--- config.mk ---
export PLATFORM = sky130hd
export DESIGN_NAME = mips_bus_ctrl
export DESIGN_NICKNAME = d
export VERILOG_FILES = /design/src/rtl/mips_bus_pkg.sv /design/src/rtl/bus_capreg.sv /design/src/rtl/mips_bus_ctrl.sv
export SDC_FILE = /design/constraint.sdc
export NUM_CORES = 1
export LEC_CHECK = 0
export CAP_MARGIN = 25
export CELL_PAD_IN_SITES_DETAIL_PLACEMENT = 0
export CELL_PAD_IN_SITES_GLOBAL_PLACEMENT = 1
export CORE_MARGIN = 2
export CORE_UTILIZATION = 24
export CTS_CLUSTER_SIZE = 25
export DETAILED_ROUTE_END_ITERATION = 10
export GPL_TIMING_DRIVEN = 0
export PLACE_DENSITY = 0.78
export SYNTH_ARGS = -nofsm -noshare
export SYNTH_HDL_FRONTEND = slang
export SYNTH_SLANG_ARGS = --single-unit
export TNS_END_PERCENT = 10
--- constraint.sdc ---
create_clock -name clk -period 2.05 [get_ports clk]
set_input_delay 0.205 -clock clk [delete_from_list [all_inputs] [get_ports clk]]
set_output_delay 0.205 -clock clk [all_outputs]
set_load 0.03 [all_outputs]
--- src/rtl/mips_bus_pkg.sv ---
// Shared types and constants for the MIPS single-bus controller.
package mips_bus_pkg;

  // Controller sequencing states
  typedef enum logic [2:0] {
    StIdle,
    StFetch,
    StExec,
    StData,
    StCommit,
    StHalted
  } bus_state_e;

  // Fetching this PC ends execution
  localparam logic [31:0] HaltAddrDefault = 32'h0000_0000;

  // Bus addresses are always word aligned
  localparam logic [31:0] WordMask = 32'hFFFF_FFFC;

endpackage

--- src/rtl/bus_capreg.sv ---
// 32-bit capture register with load enable and async active-low reset.
module bus_capreg (
  input  logic        clk,
  input  logic        rst_n,
  input  logic        i_load,
  input  logic [31:0] i_d,
  output logic [31:0] o_q
);

  logic [31:0] r_q;

  // Hold value except on a load edge
  always_ff @(posedge clk or negedge rst_n) begin
    if (!rst_n) begin
      r_q <= 32'h0;
    end else if (i_load) begin
      r_q <= i_d;
    end
  end

  assign o_q = r_q;

endmodule

--- src/rtl/mips_bus_ctrl.sv ---
// Multi-cycle bus controller: sequences instruction fetch, optional data
// access and a one-cycle commit strobe over a single shared memory bus.
module mips_bus_ctrl
  import mips_bus_pkg::*;
#(
  parameter logic [31:0] HALT_ADDR = HaltAddrDefault
) (
  input  logic        clk,
  input  logic        reset,
  // Datapath side
  input  logic [31:0] instr_address,
  output logic [31:0] instr_readdata,
  input  logic [31:0] data_address,
  input  logic [31:0] data_writedata,
  input  logic        data_read,
  input  logic        data_write,
  input  logic [3:0]  data_byteenable,
  output logic [31:0] data_readdata,
  output logic        clk_enable,
  // Memory bus
  output logic [31:0] address,
  output logic        read,
  output logic        write,
  output logic [31:0] writedata,
  output logic [3:0]  byteenable,
  input  logic [31:0] readdata,
  input  logic        waitrequest,
  output logic        active
);

  bus_state_e r_state;
  logic       r_is_write;
  logic       w_halt;
  logic       w_instr_load;
  logic       w_data_load;

  assign w_halt = (instr_address == HALT_ADDR);

  // Sequencing FSM; direction of the data access is latched in EXEC so that
  // a simultaneous read+write request resolves to a write for the whole access.
  always_ff @(posedge clk or negedge reset) begin
    if (!reset) begin
      r_state    <= StIdle;
      r_is_write <= 1'b0;
    end else begin
      case (r_state)
        StIdle:   r_state <= StFetch;
        StFetch: begin
          if (w_halt) begin
            r_state <= StHalted;
          end else if (!waitrequest) begin
            r_state <= StExec;
          end
        end
        StExec: begin
          if (data_write) begin
            r_is_write <= 1'b1;
            r_state    <= StData;
          end else if (data_read) begin
            r_is_write <= 1'b0;
            r_state    <= StData;
          end else begin
            r_state <= StCommit;
          end
        end
        StData: begin
          if (!waitrequest) begin
            r_state <= StCommit;
          end
        end
        StCommit: r_state <= StFetch;
        StHalted: r_state <= StHalted;
        default:  r_state <= StIdle;
      endcase
    end
  end

  // Bus and strobe decode from the state register. The PC only moves on the
  // commit edge, so the fetch address must follow the live datapath input.
  always_comb begin
    read       = 1'b0;
    write      = 1'b0;
    address    = 32'h0;
    writedata  = 32'h0;
    byteenable = 4'h0;
    clk_enable = 1'b0;
    active     = 1'b0;
    case (r_state)
      StFetch: begin
        active = 1'b1;
        if (!w_halt) begin
          read       = 1'b1;
          address    = instr_address & WordMask;
          byteenable = 4'hF;
        end
      end
      StExec: begin
        active = 1'b1;
      end
      StData: begin
        active     = 1'b1;
        address    = data_address & WordMask;
        byteenable = data_byteenable;
        if (r_is_write) begin
          write     = 1'b1;
          writedata = data_writedata;
        end else begin
          read = 1'b1;
        end
      end
      StCommit: begin
        active     = 1'b1;
        clk_enable = 1'b1;
      end
      default: begin
      end
    endcase
  end

  assign w_instr_load = (r_state == StFetch) && !w_halt && !waitrequest;
  assign w_data_load  = (r_state == StData) && !r_is_write && !waitrequest;

  bus_capreg u_instr_cap (
    .clk    (clk),
    .rst_n  (reset),
    .i_load (w_instr_load),
    .i_d    (readdata),
    .o_q    (instr_readdata)
  );

  bus_capreg u_data_cap (
    .clk    (clk),
    .rst_n  (reset),
    .i_load (w_data_load),
    .i_d    (readdata),
    .o_q    (data_readdata)
  );

endmodule

Yosys cells after proc, flatten, opt, wreduce, memory -nomap -nowiden
Index checks and enable logic that the tools add are counted.
Operators by class
  equality and inequality tests: 7
  multiplexer cells: 21
  reductions and logical operators: 14
Operators with widths (count)
  $mux W32: 3
  $pmux W32 S2: 1
  $logic_not A32 Y1: 1
  $mux W3: 5
  $pmux W3 S5: 1
  $mux W1: 8
  $pmux W4 S2: 1
  $eq A3 B2 Y1 const B: 2
  $eq A3 B3 Y1 const B: 2
  $logic_and A1 B1 Y1: 4
  $mux W4: 1
  $reduce_and A2 Y1: 2
  $reduce_or A4 Y1: 1
  $eq A3 B1 Y1 const B: 1
  $logic_not A1 Y1: 3
  $logic_not A3 Y1: 1
  $ne A3 B3 Y1 const B: 1
  $ne A2 B2 Y1 const B: 1
  $pmux W1 S2: 1
  $reduce_bool A2 Y1: 1
  $reduce_or A2 Y1: 1
Storage, ports and cells
  flip-flop bits (word level): 68
  output and inout bits: 136
  logic and storage cells: 46

Depth between registers and ports, before layout
  depth after elaboration: 4
  gate-level depth with buffers: 6

Hierarchy
From an unflattened synthesis, not the netlist that was laid out.
Unflattened totals
  cell total of the unflattened synthesis: 265
  area, all modules: 3618.5 µm²
Modules (own cells, without submodules)
  bus_capreg: instances 2, cells an instance 68, area an instance 1345.0 µm², sequential area each 800.8 µm²
  mips_bus_ctrl: instances 1, cells an instance 129, area an instance 928.4 µm², sequential area each 100.1 µm²

Worst setup path before layout
OpenSTA, ideal clock, no wires.
  path kind: register to output
  start: register r_state[2]
  end: output writedata[22]
  arrival: 1783 ps
  setup slack: 62 ps
  stages on the path, launching flop included: 7
  cells stage by stage: dfrtp_1 -> nand2b_1 -> buf_2 -> inv_1 -> and3_1 -> clkbuf_1 -> and2_1
On the way
  word-level cells in the longest chain between the ends: 2
Ends and longest elaborated chain
  start, declared: line mips_bus_ctrl.sv:31  | bus_state_e r_state;
  start signal, assigned: line mips_bus_ctrl.sv:43  | r_state <= StIdle;
  start signal, assigned: line mips_bus_ctrl.sv:47  | StIdle: r_state <= StFetch;
  start signal, assigned: line mips_bus_ctrl.sv:50  | r_state <= StHalted;
  $eq A3 B2 Y1: line mips_bus_ctrl.sv:88  | case (r_state)
  $mux W32: line mips_bus_ctrl.sv:88
  end, declared: line mips_bus_ctrl.sv:24  | output logic [31:0] writedata,
No other way between the ends.

Final worst setup path
  start: input instr_address[22]
  end: output byteenable[3]
On the way
  word-level cells in the longest chain between the ends: 3
Ends and longest elaborated chain
  start, declared: line mips_bus_ctrl.sv:11  | input logic [31:0] instr_address,
  $logic_not A32 Y1: line mips_bus_ctrl.sv:37  | assign w_halt = (instr_address == HALT_ADDR);
  $mux W4: line mips_bus_ctrl.sv:91  | if (!w_halt) begin
  $pmux W4 S2: line mips_bus_ctrl.sv:88
  end, declared: line mips_bus_ctrl.sv:25  | output logic [3:0] byteenable,
No other way between the ends.

==> impl_summary.md <==
Outcome
The flow ran to the end, but the final reports show violations. The final reports fail on negative setup slack.

Timing
The tightest hold path in the finished design has a slack of 10.5 ps. The final count of negative-setup-slack endpoints is 18. The worst pin sits at a relative slew slack of 42.0%. The max-slew violation count is 0.

The worst clock skew on the final layout is 6.04 ps. Setup slack on the critical path of the routed design comes to -38.7 ps. Setup repair after global routing could not meet its margin everywhere. For the pin with the worst max-slew slack, the measured transition is 870 ps.

After layout, the worst path uses 102% of the clock period. The worst path in the final design needs a cycle of 2090 ps, including I/O delays and setup. The top achievable clock speed is 479 MHz. The count of final hold-check violations is 0.

Final layout
The total area of sequential cells is 1700 um2. The number of nets in the layout is 713. The fraction of layout cells with a size suffix above 1 is 32.8%. The multi-input combinational cells in the finished layout cover a total of 1800 um2. The area growth from synthesis to layout is 93.6%. The filler cell count in the final layout is 1354. The final core area utilization is 47.5%.

0 antenna diodes ended up in the layout.

Pwr
The clock network accounts for 14.2% of the total power. The sequential share of power is 21.4%. The switching component of the power is 0.00491 W.

The worst-case IR drop observed on VDD is 0.675 mV. Power spread over the standard cell area amounts to 1630 nW/um2. The internal power component is 0.00632 W. The reported leakage power is 3.16 nW. The proportion of power drawn by combinational gates is 64.4%. The net switching share of the total power is 43.7%.

Die
The top-level port count is 273. The die covers 15800 um2. In this run the core area contains 44 standard-cell rows. The die width is 126 um. Measured along the y axis, the die boundary spans 126 um. The initial utilization of the core area, before any placement, comes to 24.5%.

The core region is 14500 um2.

Clocking
The number of clock buffers inserted by TritonCTS is 9. The clock tree from TritonCTS is yes. For this design, the sink count on the clock tree is 68. In this run the deepest clock path goes through 2 buffers.

The maximum level of the CTS H-tree is 3. The count of hold-fix buffers inserted at cts is 0. The clock latency reported for the late side of the worst-skew pair is 330 ps. After clock tree synthesis, the clock-pin slew on the worst setup and hold paths is 60 ps. The buffer cell driving the clock tree root is clkbuf_16.

Global routing
Global routing consumed, on the met2 layer, 27.4% of the routing resources. The total congestion overflow after global routing is 0. For this run, the total global-route usage over all layers was measured as 15.3%. The initial antenna violation count is 0.

The met1 usage is 17.6%. The wire length of the first global-routing pass is 19.3 mm. The number of global-route vias before repair is 3622.

Global routing used 5.23% of the available met3 tracks. In this run the most used layer during global routing was met2. Entering global routing, the biggest net connects 69 pins.

Setup path
The element type at the critical path start is a primary input. The worst endpoint data arrival time is 1880 ps. The cell type with the highest occurrence count on the critical path is buf_4. The signal on the critical path passes through clkdlybuf4s50_1, nor4_2, nand4_1, o31ai_4, buf_4, a21oi_1, buf_4.

The worst endpoint required time is 1850 ps. The largest fanout on the critical path is 5. The cell with the largest stage delay on the worst path is clkdlybuf4s50_1. The delay contributed by the slowest stage of the critical path is 430 ps. The type of element capturing the critical path is a primary output. The critical path class is in -> out.

Detailed routing
The routed wire length per instance is 16.1 um. The DRC marker count from the first detailed-route iteration is 103. The total number of vias is 3304. The routed design has 12.3 mm of wire.

The first detailed-routing pass took 4 iterations. Once detail routing completed, the nets flagged for antenna violations numbered 0. The ratio of routed vias to standard cells is 4.32. After detailed routing, the number of remaining DRC violations is 0.

Hold path
The path class of the tightest hold or removal check is in -> async.

Placed design
The number of port buffers is 268. The HPWL after detailed placement is 9.75 mm. The final weighted congestion in routability-driven placement is 0.802. The post-placement setup slack is -900 ps.

Logic synthesis
The number of storage elements in the synthesis netlist is 68. The largest total area in the synthesized netlist belongs to dfrtp_1. After synthesis, the cell types taking the most area are dfrtp_1, mux2_4, mux2_2. For this run, asynchronously set or reset flops after synthesis account for 100%.

Dividing the synthesized area by the synthesized cell count gives 12.3 um2. In this run, distinct cell masters in the synthesized netlist total 28. The share of Yosys cell area claimed by the top area cell type is 47.9%. In the synthesized netlist the dominant register cell turns out to be dfrtp_1. Of the synthesized area, sequential elements account for 47.9%. The instance count of the mapped netlist is 289. The total number of yosys warnings is 0. In this run, synthesis inferred 0 flip-flops with an integrated enable. The combined area of all synthesized cells is 3550 um2.

Run
Across the run, the number of max-cap violations was 0.
[layer usage]
layer  share of wire (%)  up-vias
met5                   0        -
met4                0.77        0
met3                 8.4        6
met2                  52      156
met1                  39     1575
li1                    -     1567
[cell usage after synthesis (all sizes together) (3+ instances only)]
| library cell | number |
|---|---|
| dfrtp | 68 |
| mux2 | 64 |
| and2 | 33 |
| nor2 | 33 |
| mux2i | 30 |
| buf | 14 |
| nor4 | 8 |
| clkbuf | 7 |
| inv | 7 |
| a21oi | 5 |
| o21ai | 3 |
[critical path: cells and delay by family]
family	cells	cell delay (ps)
buffers and inverters	3	760
AOI/OAI and AO/OA	2	380
and+or+nand+nor	2	530
[cells by family after synthesis]
| kind of cell | after synthesis | share of synthesized area, % |
|---|---|---|
| buffers and inverters | 28 | 4.72 |
| XOR/XNOR | 1 | 0.247 |
| flip-flops | 68 | 47.9 |
| multiplexers | 94 | 31.9 |
| AO/OA/AOI/OAI | 15 | 2.92 |
| other | 1 | 0.106 |
| AND/OR/NAND/NOR | 82 | 12.2 |
[path summary, 6_finish.rpt]
kind	startpoint	to	slack, ps	depth (start not counted)
worst max register to register	r_state[1]$_DFFE_PN0P_	u_data_cap.o_q[12]$_DFFE_PN0P_	130	6
worst max-delay path	instr_address[22]	byteenable[3]	-40	7
worst min register to register	u_instr_cap.o_q[25]$_DFFE_PN0P_	u_instr_cap.o_q[25]$_DFFE_PN0P_	500	1
min in group clk	instr_address[1]	r_state[0]$_DFFE_PN0P_	490	5
worst min-delay path	reset	u_data_cap.o_q[14]$_DFFE_PN0P_	10	1
max in group asynchronous	reset	r_state[2]$_DFFE_PN0P_	1430	1
[timing repair]
item | in CTS | in global routing
gates resized for setup | 290 | 103
setup endpoints to repair | 103 | 99
pin swaps | 7 | 8
setup buffers | 6 | 1
[registers in the layout, summed over array words and instances, names as in the netlist]
signal,flops
u_instr_cap.o_q,32
r_state,3
r_is_write,1
u_data_cap.o_q,32
[cell usage in the layout, fill, tap and decap left out, types with 3 or more instances in the layout]
cell type / synthesis / routed
a21oi_1: 5 / 5
clkdlybuf4s15_2: 0 / 5
buf_6: 6 / 21
clkbuf_2: 0 / 28
buf_12: 0 / 3
buf_2: 5 / 5
nor4_2: 0 / 6
clkdlybuf4s50_1: 0 / 182
inv_1: 7 / 6
clkbuf_8: 0 / 3
nor2_1: 33 / 33
mux2_4: 30 / 31
and2_1: 33 / 31
clkdlybuf4s15_1: 0 / 4
mux2i_1: 30 / 29
dlygate4sd2_1: 0 / 8
dlymetal6s2s_1: 0 / 8
dfrtp_1: 68 / 67
o21ai_0: 3 / 3
mux2_2: 34 / 33
buf_4: 3 / 28
clkbuf_16: 0 / 9
[metrics by stage]
stage	std cells	instance area, um2	power [W]	setup TNS [ps]
6_report	764	6870	0.0112	-212
5_1_grt	764	6870	0.0118	-1790
4_1_cts	763	6850	0.0113	-1250
3_5_place_dp	742	6460	0.00976	-44030
3_3_place_gp	742	6470	0.00970	-143020
2_1_floorplan	290	3550	0.00670	0
[final cells by class]
class / count / area share, %
tap: 184 / 3.35
inverter: 7 / 0.419
multi-input combinational: 194 / 26.1
clock buffer: 12 / 3.88
buffer: 21 / 3.19
clock inverter: 3 / 0.655
timing repair buffer: 275 / 37.6
sequential: 68 / 24.8
[power groups by stage]
stage,Sequential (W),Combinational (W),Clock [W]
after floorplan,0.00368,0.00302,0
after global placement,0.00240,0.00730,0
after detailed placement,0.00244,0.00732,0
after CTS,0.00241,0.00727,0.00164
after global routing,0.00250,0.00761,0.00171
final,0.00241,0.00724,0.00159
Power figures use the tool's default switching activity.
